$ cat config.mk
export PLATFORM = sky130hd
export DESIGN_NAME = jtframe_dwnld_split_flat
export DESIGN_NICKNAME = d
export VERILOG_FILES = /design/src/rtl/jtframe_dwnld_split_if.sv /design/src/rtl/jtframe_dwnld_split.sv /design/src/flat_wrapper.sv
export SDC_FILE = /design/constraint.sdc
export NUM_CORES = 1
export LEC_CHECK = 0
export CAP_MARGIN = 20
export CORE_UTILIZATION = 35
export CTS_CLUSTER_SIZE = 12
export DETAILED_ROUTE_END_ITERATION = 7
export GPL_TIMING_DRIVEN = 0
export HOLD_SLACK_MARGIN = 0.06
export PLACE_DENSITY = 0.62
export SLEW_MARGIN = 5
export SYNTH_ARGS = -nofsm -noshare
export SYNTH_HDL_FRONTEND = slang
export SYNTH_SLANG_ARGS = --single-unit
$ cat constraint.sdc
create_clock -name clk_rom -period 13.9 [get_ports clk_rom]
set_input_delay 1.39 -clock clk_rom [delete_from_list [all_inputs] [get_ports clk_rom]]
set_output_delay 1.39 -clock clk_rom [all_outputs]
set_load 0.02 [all_outputs]
$ cat src/rtl/jtframe_dwnld_split_if.sv
// Download-path bus between the HPS ioctl side and the byte splitter.
// The master modport is the HPS/download side, the slave modport is the splitter.
interface jtframe_dwnld_split_if #(
  parameter int INW  = 16,
  parameter int DIPW = 32
);
  // download side: one word per dwnld_wr pulse
  logic            downloading;
  logic            dwnld_wr;
  logic [26:0]     dwnld_addr;
  logic [INW-1:0]  dwnld_data;
  logic [7:0]      dwnld_index;

  // ROM loader side: one byte per ioctl_wr pulse
  logic            ioctl_wr;
  logic            ioctl_rom_wr;
  logic [24:0]     ioctl_addr;
  logic [7:0]      ioctl_data;
  logic [7:0]      ioctl_index;
  logic [DIPW-1:0] dipsw;
  logic [6:0]      core_mod;
  logic            busy;
  logic            overflow;

  modport master (
    output downloading, dwnld_wr, dwnld_addr, dwnld_data, dwnld_index,
    input  ioctl_wr, ioctl_rom_wr, ioctl_addr, ioctl_data, ioctl_index,
    input  dipsw, core_mod, busy, overflow
  );

  modport slave (
    input  downloading, dwnld_wr, dwnld_addr, dwnld_data, dwnld_index,
    output ioctl_wr, ioctl_rom_wr, ioctl_addr, ioctl_data, ioctl_index,
    output dipsw, core_mod, busy, overflow
  );
endinterface

$ cat src/rtl/jtframe_dwnld_split.sv
// Splits INW-bit download words into little-endian byte writes spaced GAP
// clk_rom cycles apart. A one-entry skid buffer holds a word that arrives
// while a split is running; a word arriving with the skid occupied is
// dropped and flagged in the sticky overflow bit. Bytes are routed by index
// to the ROM write strobe, the DIP-switch register or the core_mod register.
module jtframe_dwnld_split #(
  parameter int              INW     = 16,
  parameter int              GAP     = 24,
  parameter int              DIPW    = 32,
  parameter logic [DIPW-1:0] DIP_DEF = {DIPW{1'b0}},
  parameter logic [7:0]      ROM_IDX = 8'd0,
  parameter logic [7:0]      MOD_IDX = 8'd1,
  parameter logic [7:0]      DIP_IDX = 8'd254
)(
  input  logic                clk_rom,
  input  logic                rst,
  jtframe_dwnld_split_if.slave bus
);

  localparam int NB = INW / 8;
  localparam int KW = (NB > 1) ? $clog2(NB) : 1;
  localparam int GW = (GAP > 1) ? $clog2(GAP) : 1;
  localparam int DB = DIPW / 8;

  typedef enum logic [1:0] {
    ST_IDLE = 2'd0,
    ST_EMIT = 2'd1,
    ST_GAPW = 2'd2
  } state_t;

  // engine state and working word
  state_t          state_r;
  logic [KW-1:0]   k_r;
  logic [GW-1:0]   gap_cnt_r;
  logic [24:0]     w_addr_r;
  logic [INW-1:0]  w_data_r;
  logic [7:0]      w_idx_r;

  // skid buffer
  logic            skid_full_r;
  logic [24:0]     skid_addr_r;
  logic [INW-1:0]  skid_data_r;
  logic [7:0]      skid_idx_r;

  // registered outputs and edge detector
  logic            dl_r;
  logic            ioctl_wr_r;
  logic            ioctl_rom_wr_r;
  logic [24:0]     ioctl_addr_r;
  logic [7:0]      ioctl_data_r;
  logic [7:0]      ioctl_index_r;
  logic [DIPW-1:0] dipsw_r;
  logic [6:0]      core_mod_r;
  logic            busy_r;
  logic            overflow_r;

  // step decisions
  logic            last_s;
  logic            gap_done_s;
  logic            adv_s;
  logic            fin_s;
  logic            take_skid_s;
  logic            take_in_s;
  logic            emit_s;
  logic            store_s;
  logic            drop_s;
  logic            busy_nxt_s;

  // byte about to be presented
  logic [24:0]     src_addr_s;
  logic [INW-1:0]  src_data_s;
  logic [7:0]      src_idx_s;
  logic [KW-1:0]   em_k_s;
  logic [24:0]     em_addr_s;
  logic [7:0]      em_byte_s;

  // the two top address bits have no destination on the 25-bit ROM bus
  logic            unused_s;
  assign unused_s = ^bus.dwnld_addr[26:25];

  // little-endian byte k of a word
  function automatic logic [7:0] byte_sel(input logic [INW-1:0] d, input logic [KW-1:0] k);
    logic [7:0] b;
    b = 8'h00;
    for (int i = 0; i < NB; i++) begin
      if (k == KW'(i)) begin
        b = d[8*i +: 8];
      end else begin
        b = b;
      end
    end
    return b;
  endfunction

  // decide what the engine does on the coming edge and which byte it shows
  always_comb begin
    last_s     = (k_r == KW'(NB - 1));
    gap_done_s = 1'b0;
    case (state_r)
      ST_EMIT: gap_done_s = (GAP == 1);
      ST_GAPW: gap_done_s = (gap_cnt_r == GW'(1));
      default: gap_done_s = 1'b0;
    endcase
    adv_s       = gap_done_s & ~last_s;
    fin_s       = gap_done_s & last_s;
    take_skid_s = fin_s & skid_full_r;
    // a word arriving as the engine finishes goes straight in
    take_in_s   = bus.dwnld_wr & ((state_r == ST_IDLE) | (fin_s & ~skid_full_r));
    emit_s      = adv_s | take_skid_s | take_in_s;
    store_s     = bus.dwnld_wr & ~take_in_s & ~skid_full_r;
    drop_s      = bus.dwnld_wr & ~take_in_s & skid_full_r;

    if (take_in_s) begin
      src_addr_s = bus.dwnld_addr[24:0];
      src_data_s = bus.dwnld_data;
      src_idx_s  = bus.dwnld_index;
      em_k_s     = {KW{1'b0}};
    end else if (take_skid_s) begin
      src_addr_s = skid_addr_r;
      src_data_s = skid_data_r;
      src_idx_s  = skid_idx_r;
      em_k_s     = {KW{1'b0}};
    end else begin
      src_addr_s = w_addr_r;
      src_data_s = w_data_r;
      src_idx_s  = w_idx_r;
      em_k_s     = k_r + KW'(1'b1);
    end
    // full 25-bit add so a word straddling the top of the space wraps to 0
    em_addr_s = src_addr_s + 25'(em_k_s);
    em_byte_s = byte_sel(src_data_s, em_k_s);

    busy_nxt_s = emit_s | ((state_r != ST_IDLE) & ~fin_s) |
                 (skid_full_r & ~take_skid_s) | store_s;
  end

  // split engine, skid buffer, index routing and status flags
  always_ff @(posedge clk_rom or posedge rst) begin
    if (rst) begin
      state_r        <= ST_IDLE;
      k_r            <= {KW{1'b0}};
      gap_cnt_r      <= {GW{1'b0}};
      w_addr_r       <= 25'd0;
      w_data_r       <= {INW{1'b0}};
      w_idx_r        <= 8'd0;
      skid_full_r    <= 1'b0;
      skid_addr_r    <= 25'd0;
      skid_data_r    <= {INW{1'b0}};
      skid_idx_r     <= 8'd0;
      dl_r           <= 1'b0;
      ioctl_wr_r     <= 1'b0;
      ioctl_rom_wr_r <= 1'b0;
      ioctl_addr_r   <= 25'd0;
      ioctl_data_r   <= 8'd0;
      ioctl_index_r  <= 8'd0;
      dipsw_r        <= DIP_DEF;
      core_mod_r     <= 7'h7F;
      busy_r         <= 1'b0;
      overflow_r     <= 1'b0;
    end else begin
      ioctl_wr_r     <= 1'b0;
      ioctl_rom_wr_r <= 1'b0;
      dl_r           <= bus.downloading;
      busy_r         <= busy_nxt_s;

      if (emit_s) begin
        state_r        <= ST_EMIT;
        k_r            <= em_k_s;
        w_addr_r       <= src_addr_s;
        w_data_r       <= src_data_s;
        w_idx_r        <= src_idx_s;
        ioctl_wr_r     <= 1'b1;
        ioctl_rom_wr_r <= (src_idx_s == ROM_IDX);
        ioctl_addr_r   <= em_addr_s;
        ioctl_data_r   <= em_byte_s;
        ioctl_index_r  <= src_idx_s;
        if (src_idx_s == DIP_IDX && em_addr_s < 25'(DB)) begin
          for (int i = 0; i < DB; i++) begin
            if (em_addr_s == 25'(i)) begin
              dipsw_r[8*i +: 8] <= em_byte_s;
            end
          end
        end
        if (src_idx_s == MOD_IDX) begin
          core_mod_r <= em_byte_s[6:0];
        end
      end else if (fin_s) begin
        state_r <= ST_IDLE;
      end else if (state_r == ST_EMIT) begin
        state_r   <= ST_GAPW;
        gap_cnt_r <= GW'(GAP - 1);
      end else if (state_r == ST_GAPW) begin
        gap_cnt_r <= gap_cnt_r - GW'(1'b1);
      end else begin
        state_r <= ST_IDLE;
      end

      if (take_skid_s) begin
        skid_full_r <= 1'b0;
      end else if (store_s) begin
        skid_full_r <= 1'b1;
        skid_addr_r <= bus.dwnld_addr[24:0];
        skid_data_r <= bus.dwnld_data;
        skid_idx_r  <= bus.dwnld_index;
      end

      // a lost word wins over a simultaneous restart of the download
      if (drop_s) begin
        overflow_r <= 1'b1;
      end else if (bus.downloading & ~dl_r) begin
        overflow_r <= 1'b0;
      end
    end
  end

  assign bus.ioctl_wr     = ioctl_wr_r;
  assign bus.ioctl_rom_wr = ioctl_rom_wr_r;
  assign bus.ioctl_addr   = ioctl_addr_r;
  assign bus.ioctl_data   = ioctl_data_r;
  assign bus.ioctl_index  = ioctl_index_r;
  assign bus.dipsw        = dipsw_r;
  assign bus.core_mod     = core_mod_r;
  assign bus.busy         = busy_r;
  assign bus.overflow     = overflow_r;

endmodule

$ cat src/flat_wrapper.sv
// flat-port wrapper written by rule: the top's interface ports become plain ports
module jtframe_dwnld_split_flat 
#(
  parameter int              INW     = 16,
  parameter int              GAP     = 24,
  parameter int              DIPW    = 32,
  parameter logic [DIPW-1:0] DIP_DEF = {DIPW{1'b0}},
  parameter logic [7:0]      ROM_IDX = 8'd0,
  parameter logic [7:0]      MOD_IDX = 8'd1,
  parameter logic [7:0]      DIP_IDX = 8'd254
)
  (clk_rom, rst, bus_downloading, bus_dwnld_wr, bus_dwnld_addr, bus_dwnld_data, bus_dwnld_index, bus_ioctl_wr, bus_ioctl_rom_wr, bus_ioctl_addr, bus_ioctl_data, bus_ioctl_index, bus_dipsw, bus_core_mod, bus_busy, bus_overflow);
  jtframe_dwnld_split_if #(.INW(INW), .DIPW(DIPW)) bus_i ();
  input  logic clk_rom;
  input  logic rst;
  input wire logic [$bits(bus_i.downloading)-1:0] bus_downloading;
  input wire logic [$bits(bus_i.dwnld_wr)-1:0] bus_dwnld_wr;
  input wire logic [$bits(bus_i.dwnld_addr)-1:0] bus_dwnld_addr;
  input wire logic [$bits(bus_i.dwnld_data)-1:0] bus_dwnld_data;
  input wire logic [$bits(bus_i.dwnld_index)-1:0] bus_dwnld_index;
  output wire logic [$bits(bus_i.ioctl_wr)-1:0] bus_ioctl_wr;
  output wire logic [$bits(bus_i.ioctl_rom_wr)-1:0] bus_ioctl_rom_wr;
  output wire logic [$bits(bus_i.ioctl_addr)-1:0] bus_ioctl_addr;
  output wire logic [$bits(bus_i.ioctl_data)-1:0] bus_ioctl_data;
  output wire logic [$bits(bus_i.ioctl_index)-1:0] bus_ioctl_index;
  output wire logic [$bits(bus_i.dipsw)-1:0] bus_dipsw;
  output wire logic [$bits(bus_i.core_mod)-1:0] bus_core_mod;
  output wire logic [$bits(bus_i.busy)-1:0] bus_busy;
  output wire logic [$bits(bus_i.overflow)-1:0] bus_overflow;
  assign bus_i.downloading = bus_downloading;
  assign bus_i.dwnld_wr = bus_dwnld_wr;
  assign bus_i.dwnld_addr = bus_dwnld_addr;
  assign bus_i.dwnld_data = bus_dwnld_data;
  assign bus_i.dwnld_index = bus_dwnld_index;
  assign bus_ioctl_wr = bus_i.ioctl_wr;
  assign bus_ioctl_rom_wr = bus_i.ioctl_rom_wr;
  assign bus_ioctl_addr = bus_i.ioctl_addr;
  assign bus_ioctl_data = bus_i.ioctl_data;
  assign bus_ioctl_index = bus_i.ioctl_index;
  assign bus_dipsw = bus_i.dipsw;
  assign bus_core_mod = bus_i.core_mod;
  assign bus_busy = bus_i.busy;
  assign bus_overflow = bus_i.overflow;
  jtframe_dwnld_split #(.INW(INW), .GAP(GAP), .DIPW(DIPW), .DIP_DEF(DIP_DEF), .ROM_IDX(ROM_IDX), .MOD_IDX(MOD_IDX), .DIP_IDX(DIP_IDX)) u_core (.clk_rom(clk_rom), .rst(rst), .bus(bus_i));
endmodule
==> impl_results.md, run 1 <==
- Core Region: about 0.027 mm²
- NetSw: about 0.95 mW
- CP max stage delay: 0.66 ns
- Initial antenna violation count: 1
- Final Setup Violations: 0
- # fillers: 2570
- Max rail drop VDD: a little under 80 µV
- Final net count: ~1.2k
- CTS clock-pin slew for the worst setup and hold paths: 0.08 ns
- Total CTS buffers: 17
- Final min period: around 8 ns
- Cell repeated most along the worst path: clkbuf_1
- WHS Endpoint: u_core.bus.ioctl_data[6]$_DFFE_PP0P_
- Max Fclk: approximately 120 MHz
- Crit path cell chain: clkbuf_1 > nand2_1 > buf_2 > clkbuf_1 > buf_2 > buf_1 > clkbuf_1 > clkbuf_1 > buf_1 > a31oi_1 > ha_1 > clkbuf_1 > nand2_1 > xnor2_1 > nor3_1 > nand3_1 > a221oi_1 > nand4_4 > nor4_4 > mux2_2
- Initial DRC Count: 681
- Synth area leaders: dfrtp_1, mux2_2, nand2_1
- Final RePlAce weighted congestion: 0.947
- Flops & latches, synth: between 150 and 200
- Dominant cell type by area after synthesis: dfrtp_1
- RSZ-0062 raised after global routing: false
- R2R Path Start: u_core.state_r[0]$_DFFE_PP0P_
- Fin. max-slew vios: 0
- EDFF count, synth: 0
- Status: finished, final reports clean
- WL final: 30900 µm
- Footprint of the multi-input gates: ~0.0046 mm²
- Post-CTS Setup Bufs: 0
- Synth warnings: 0
- Initial core utilization: 0.356
- Row count: 60
- Crit Path Class: input pin to flop
- Tightest Pin Transition: 0.899 ns
- Clock Power Share: 0.228
- Clk_lat worst skew: 0.45 ns
- Top cell type's share of synthesized area: 0.463
- Hold_sp: u_core.bus.ioctl_data[6]$_DFFE_PP0P_
- Storage cell area: roughly 0.0046 mm²
- Largest net degree at the start of global routing: about 120
- Synth unique cells: 73
- Mapped Nets: roughly 1k
- Global-route wire length before repair: between 40000 and 50000 µm
- Fraction of layout cells with a size suffix above 1: 0.152
- Post-DP Area: between 0.01 and 0.015 mm²
- CP max stage cell: nor4_4
- Max Cap Viol: 0
- Area Overhead vs Synth: 25.6%
- CP bufs+invs: 9
- Mapped Cells: around 950
- Worst slew margin: 0.401
- CTS tree: yes
- Die Ht: approximately 170 µm
- Syn Area/Cell: 10.1 µm²
- CTS Hold Buffers Added: 0
- Vias: just over 8k
- Ys async rst share: 1.00
- Post_cts resized: 0
- Clk sinks: 184
- Sw Ratio: 0.419
- P_leak: about 5 nW
- R2R Path End: u_core.bus.dipsw[15]$_DFFE_PP0P_
- Max Clock Skew: around 0.016 ns
- Clock Path Buffers: 2
- Drt drc: 0
- I/O Buffers: approximately 140
- Post-Route Setup TNS: 0 ns
- HP Class: flop to flop
- Design Area, Final: approximately 0.012 mm²
- Remaining Overflow, GRT: 0
- CP Launch Type: input pin
- Critical path's top delay family: buffers and inverters
- DP HPWL: around 23000 µm
- ANT nets after route: 0
- Die area: ~0.028 mm²
- TritonRoute pass-1 iters: 5
- Die Width: between 150 and 200 µm
- IO Pins: between 100 and 150
- Vias/cell: roughly 5.6
- Seq pwr share: 0.364
- Routed WL per cell: around 21 µm
- Internal power: between 1 and 1.5 mW
- Final Hold Fails: 0
- Hold path cells: 2
- Period utilization: 0.590
- Req. time, crit path: between 10 and 15 ns
- Reg2reg setup slack: 5.70 ns
- H-tree depth: 4
- Pwr Density: roughly 190 mW/mm²
- Sequential-to-total area share from yosys stat: 0.482
- Crit. End Element: flop
- Root Buffer: clkbuf_16
- Logic pwr share: 0.408
- Crit path arrival time: 8.54 ns
- Most used DFF post-synth: dfrtp_1
- Crit-path max FO: 10
- Cells on worst reg2reg path: 24
- Aggregate global-route resource usage: 0.224
- Vias in the first global route: 8098
- Mapped cell area: ~0.0096 mm²
==> metrics by stage <==
stage	total power, mW	setup slack, ns	instances	util	hold WS (ns)
floorplan	1.36	7.48	946	-	0.475
global route	2.38	5.35	1457	0.447	0.500
detailed placement	1.74	5.37	1424	0.424	0.455
CTS	2.26	5.82	1456	0.447	0.473
finish	2.26	5.70	1457	0.447	0.467
global placement	1.73	4.83	1422	0.422	0.453
==> logic make-up after synthesis <==
kind of cell,synth area share
compound gates,0.0950
xor+xnor,0.0238
fa+ha+maj,0.0105
buf+inv,0.0362
flops,0.482
mux,0.162
simple gates,0.190
==> cell usage after synthesis, drive strengths merged, types with 3 or more instances <==
| master | number |
|---|---|
| and4 | 10 |
| o21ai | 34 |
| nor3 | 24 |
| nor2 | 73 |
| nor4 | 8 |
| and3 | 13 |
| nand4b | 4 |
| xor2 | 4 |
| a21boi | 3 |
| dfstp | 7 |
| xnor2 | 22 |
| clkbuf | 20 |
| a21oi | 50 |
| nor3b | 4 |
| a211oi | 5 |
| or3 | 9 |
| dfrtp | 177 |
| and2 | 3 |
| nor4b | 3 |
| a31oi | 19 |
| nand3 | 37 |
| a221oi | 3 |
| inv | 27 |
| nand2 | 143 |
| buf | 29 |
| mux2 | 99 |
| o211ai | 4 |
| o32ai | 3 |
| nand4 | 23 |
| mux2i | 43 |
| ha | 8 |
| a41oi | 3 |
==> placed cells by master (no fill, tap or decap), drive strengths merged, types with 3 or more instances in the layout <==
cell type	n
dfrtp	177
nand2	143
clkdlybuf4s50	135
mux2	99
nor2	73
a21oi	50
mux2i	43
nand3	37
clkbuf	37
o21ai	34
inv	32
buf	31
nor3	24
nand4	23
xnor2	22
a31oi	19
and3	13
and4	10
or3	9
ha	8
clkinv	8
nor4	8
dfstp	7
a211oi	5
nor3b	4
xor2	4
nand4b	4
o211ai	4
a41oi	3
o32ai	3
and2	3
a221oi	3
a21boi	3
nor4b	3
==> worst max-delay path by stage <==
stage                                             start                                to  slack (ns)  cells after the start
after CTS                 u_core.state_r[0]$_DFFE_PP0P_  u_core.bus.dipsw[15]$_DFFE_PP0P_        5.82                     24
after detailed placement                   bus_dwnld_wr  u_core.bus.dipsw[11]$_DFFE_PP0P_        5.37                     20
after global routing      u_core.state_r[0]$_DFFE_PP0P_  u_core.bus.dipsw[10]$_DFFE_PP0P_        5.35                     24
after floorplan                            bus_dwnld_wr   u_core.bus.dipsw[0]$_DFFE_PP0P_        7.48                     20
after global placement                              rst   u_core.w_addr_r[20]$_DFFE_PP0P_        4.83                      2
final                                      bus_dwnld_wr  u_core.bus.dipsw[15]$_DFFE_PP0P_        5.70                     20
==> power groups by stage <==
stage / clock network (mW) / logic (mW) / registers (mW)
finish: 0.514 / 0.921 / 0.822
detailed placement: 0 / 0.914 / 0.829
global route: 0.544 / 0.999 / 0.842
floorplan: 0 / 0.491 / 0.870
CTS: 0.519 / 0.919 / 0.820
global placement: 0 / 0.901 / 0.827
==> final cells by class <==
type,instances,area share
sequential,184,0.384
multi-input combinational,686,0.383
timing repair buffer,137,0.115
tap,341,0.0355
clock buffer,17,0.0354
buffer,49,0.0204
clock inverter,15,0.0170
inverter,27,0.00906
antenna,1,0.000208
==> flip-flops by register name, summed over array words and instances (netlist names), 2 cells and up <==
name	count
u_core.bus.ioctl_addr	25
u_core.bus.core_mod	7
u_core.bus.ioctl_data	8
u_core.skid_idx_r	8
u_core.state_r	2
u_core.skid_addr_r	25
u_core.skid_data_r	16
u_core.w_data_r	16
u_core.w_idx_r	8
u_core.w_addr_r	25
u_core.gap_cnt_r	5
u_core.bus.dipsw	32
==> per-layer routing <==
| layer | GRT usage | share of wire | wire length (µm) |
|---|---|---|---|
| met5 | 0 | 0 | 0 |
| met4 | 0.102 | 0.038 | 1170 |
| met3 | 0.0610 | 0.080 | 2470 |
| met2 | 0.347 | 0.45 | 14000 |
| met1 | 0.293 | 0.43 | 13200 |
==> worst min-delay path: stages (launching register included) <==
cell	delay, ns
dfrtp_1	0.35
nand2_1	0.05
nand2_1	0.04
No activity file was read; power rests on OpenSTA's default activity.
==> inputs of run 2 (changes only) <==
Settings changed: PLACE_DENSITY 0.62 to 0.65.
Clock period 13.9 ns to 7 ns, I/O delays scaled along.
==> impl_results.md, run 2 (synthesis gave the netlist of run 1 again) <==
- Status: finished, final reports clean
- Area Overhead vs Synth: 26.6%
- Final Setup Violations: 0
- Aggregate global-route resource usage: 0.224
- Pwr Density: about 370 mW/mm²
- Row count: 60
- Final Hold Fails: 0
- Total CTS buffers: 17
- Crit-path max FO: 19
- H-tree depth: 4
- Hold path cells: 2
- Hold_sp: u_core.bus.ioctl_data[4]$_DFFE_PP0P_
- Die Width: 167 µm
- Req. time, crit path: 7.33 ns
- # diodes: 0
- Post-DP Area: approximately 0.011 mm²
- CTS clock-pin slew for the worst setup and hold paths: 0.08 ns
- CTS Hold Buffers Added: 0
- Die Ht: about 170 µm
- Max rail drop VDD: ~170 µV
- Crit path cell chain: inv_1 > ha_1 > and3b_1 > buf_6 > a21o_1 > nand2_1 > buf_2 > clkbuf_2 > buf_2 > clkbuf_2 > clkbuf_4 > nor2_1 > a31oi_1 > ha_1 > inv_1 > nor3_1 > nor4b_1 > a41o_1 > o2111ai_1 > o211ai_1 > nand4b_1 > nor4_4 > buf_4 > mux2_2
- RSZ-0062 raised after global routing: false
- Root Buffer: clkbuf_16
- Design Area, Final: 0.0121 mm²
- Commonest non-fill, non-tap cell in the layout: dfrtp_1
- Initial antenna violation count: 0
- Largest register FFs: 32
- Worst slew margin: 0.374
- Final hold slack: approximately 0.47 ns
- CP max stage delay: between 0.5 and 0.6 ns
- Reg2reg setup slack: 0.30 ns
- Most frequent cells in the layout: dfrtp_1, nand2_1, clkdlybuf4s50_1
- Largest net degree at the start of global routing: between 100 and 150
- TritonRoute pass-1 iters: 5
- Initial DRC Count: about 560
- Core Region: approximately 0.027 mm²
- Die area: about 0.028 mm²
- Storage cell area: around 0.0046 mm²
- WL final: around 30000 µm
- Max Clock Skew: around 0.017 ns
- Global-route wire length before repair: 48400 µm
- Max Cap Viol: 0
- CP Launch Type: flop
- WHS Endpoint: u_core.bus.ioctl_data[4]$_DFFE_PP0P_
- Clock Path Buffers: 2
- Final min period: approximately 6.7 ns
- Period utilization: 0.958
- Footprint of the multi-input gates: about 0.0046 mm²
- Vias: just over 8k
- Final net count: ~1.2k
- Vias in the first global route: 8416
- IO Pins: ~140
- P_leak: 5.13 nW
- Crit. End Element: flop
- Clk sinks: 184
- Final RePlAce weighted congestion: 0.924
- Fin. max-slew vios: 0
- DP HPWL: roughly 23000 µm
- Drt drc: 0
- Max Fclk: about 150 MHz
- R2R Path End: u_core.bus.dipsw[11]$_DFFE_PP0P_
- R2R Path Start: u_core.state_r[0]$_DFFE_PP0P_
- Cells on worst reg2reg path: 24
- # fillers: 2569
- Crit Path Class: flop to flop
- HP Class: flop to flop
- Remaining Overflow, GRT: 0
- I/O Buffers: around 140
- Tightest Pin Transition: approximately 0.94 ns
- Fraction of layout cells with a size suffix above 1: 0.161
- CP max stage cell: nor3_1
- CTS tree: yes
- Initial core utilization: 0.356
- Routed WL per cell: between 20 and 25 µm
- ANT nets after route: 0
- Clk_lat worst skew: roughly 0.45 ns
- Crit path arrival time: 7.03 ns
- Vias/cell: about 5.6
==> run 2: cell type report <==
cell class | count | area share
multi-input cells | 686 | 0.381
repair buffers | 143 | 0.120
plain buffers | 47 | 0.0203
clock inverters | 15 | 0.0186
flip-flops and latches | 184 | 0.381
clock buffers | 17 | 0.0351
well taps | 341 | 0.0352
inverters | 27 | 0.00898
==> run 2: metrics by stage <==
stage / setup TNS, ns / cells / util / setup WS (ns) / total power [mW]
floorplan: 0 / 946 / - / 1.03 / 2.70
global placement: -267.15 / 1422 / 0.422 / -1.37 / 3.42
detailed placement: -30.93 / 1423 / 0.423 / -0.998 / 3.46
CTS: 0 / 1459 / 0.450 / 0.0265 / 4.51
global route: 0 / 1460 / 0.451 / 0.000619 / 4.76
finish: 0 / 1460 / 0.451 / 0.295 / 4.50
==> run 2: layer usage <==
metal	share of wire	track usage	wire (µm)	vias up
li1	-	-	-	3695
met1	0.43	0.289	13400	4052
met2	0.47	0.367	14500	309
met3	0.071	0.0548	2210	52
met4	0.025	0.0782	783	0
met5	0	0	0	-
==> run 2: power breakdown <==
part,total [mW],leakage [nW],internal (mW),switching [mW]
Sequential,1.63,2.27,1.39,0.247
Clock,1.05,0.311,0.527,0.518
Combinational,1.82,2.55,0.701,1.12
==> run 2: repair_timing <==
item | in CTS | in global routing
gates resized for setup | 3 | 6
buffers inserted | 6 | 0
pin swaps | 4 | 0
setup endpoints to repair | 32 | 32
==> run 2: worst max-delay path by stage <==
stage	cells past startpoint	from	to	slack, ns
6_report	24	u_core.state_r[0]$_DFFE_PP0P_	u_core.bus.dipsw[11]$_DFFE_PP0P_	0.30
5_1_grt	24	u_core.state_r[0]$_DFFE_PP0P_	u_core.bus.dipsw[23]$_DFFE_PP0P_	0.0006
4_1_cts	24	u_core.state_r[0]$_DFFE_PP0P_	u_core.bus.dipsw[7]$_DFFE_PP0P_	0.03
3_5_place_dp	24	u_core.state_r[0]$_DFFE_PP0P_	u_core.bus.dipsw[21]$_DFFE_PP0P_	-1.0
3_3_place_gp	2	rst	u_core.w_addr_r[17]$_DFFE_PP0P_	-1.37
2_1_floorplan	24	u_core.state_r[0]$_DFFE_PP0P_	u_core.bus.dipsw[0]$_DFFE_PP0P_	1.03
==> run 2: worst max-delay path, delay by kind of cell, from the launching register on <==
| kind | cells | cell delay [ns] |
|---|---|---|
| flip-flops | 1 | 0.39 |
| adder cells (fa/ha/maj) | 2 | 0.56 |
| AND/OR/NAND/NOR | 7 | 1.83 |
| buffers and inverters | 9 | 2.07 |
| AO/OA/AOI/OAI | 5 | 1.37 |
| multiplexers | 1 | 0.33 |
==> inputs of run 3 (changes only) <==
Settings changed: ABC_AREA set to 0.
==> results of run 3 <==
No change in the layout: final DEF, timing and power equal those of run 2.
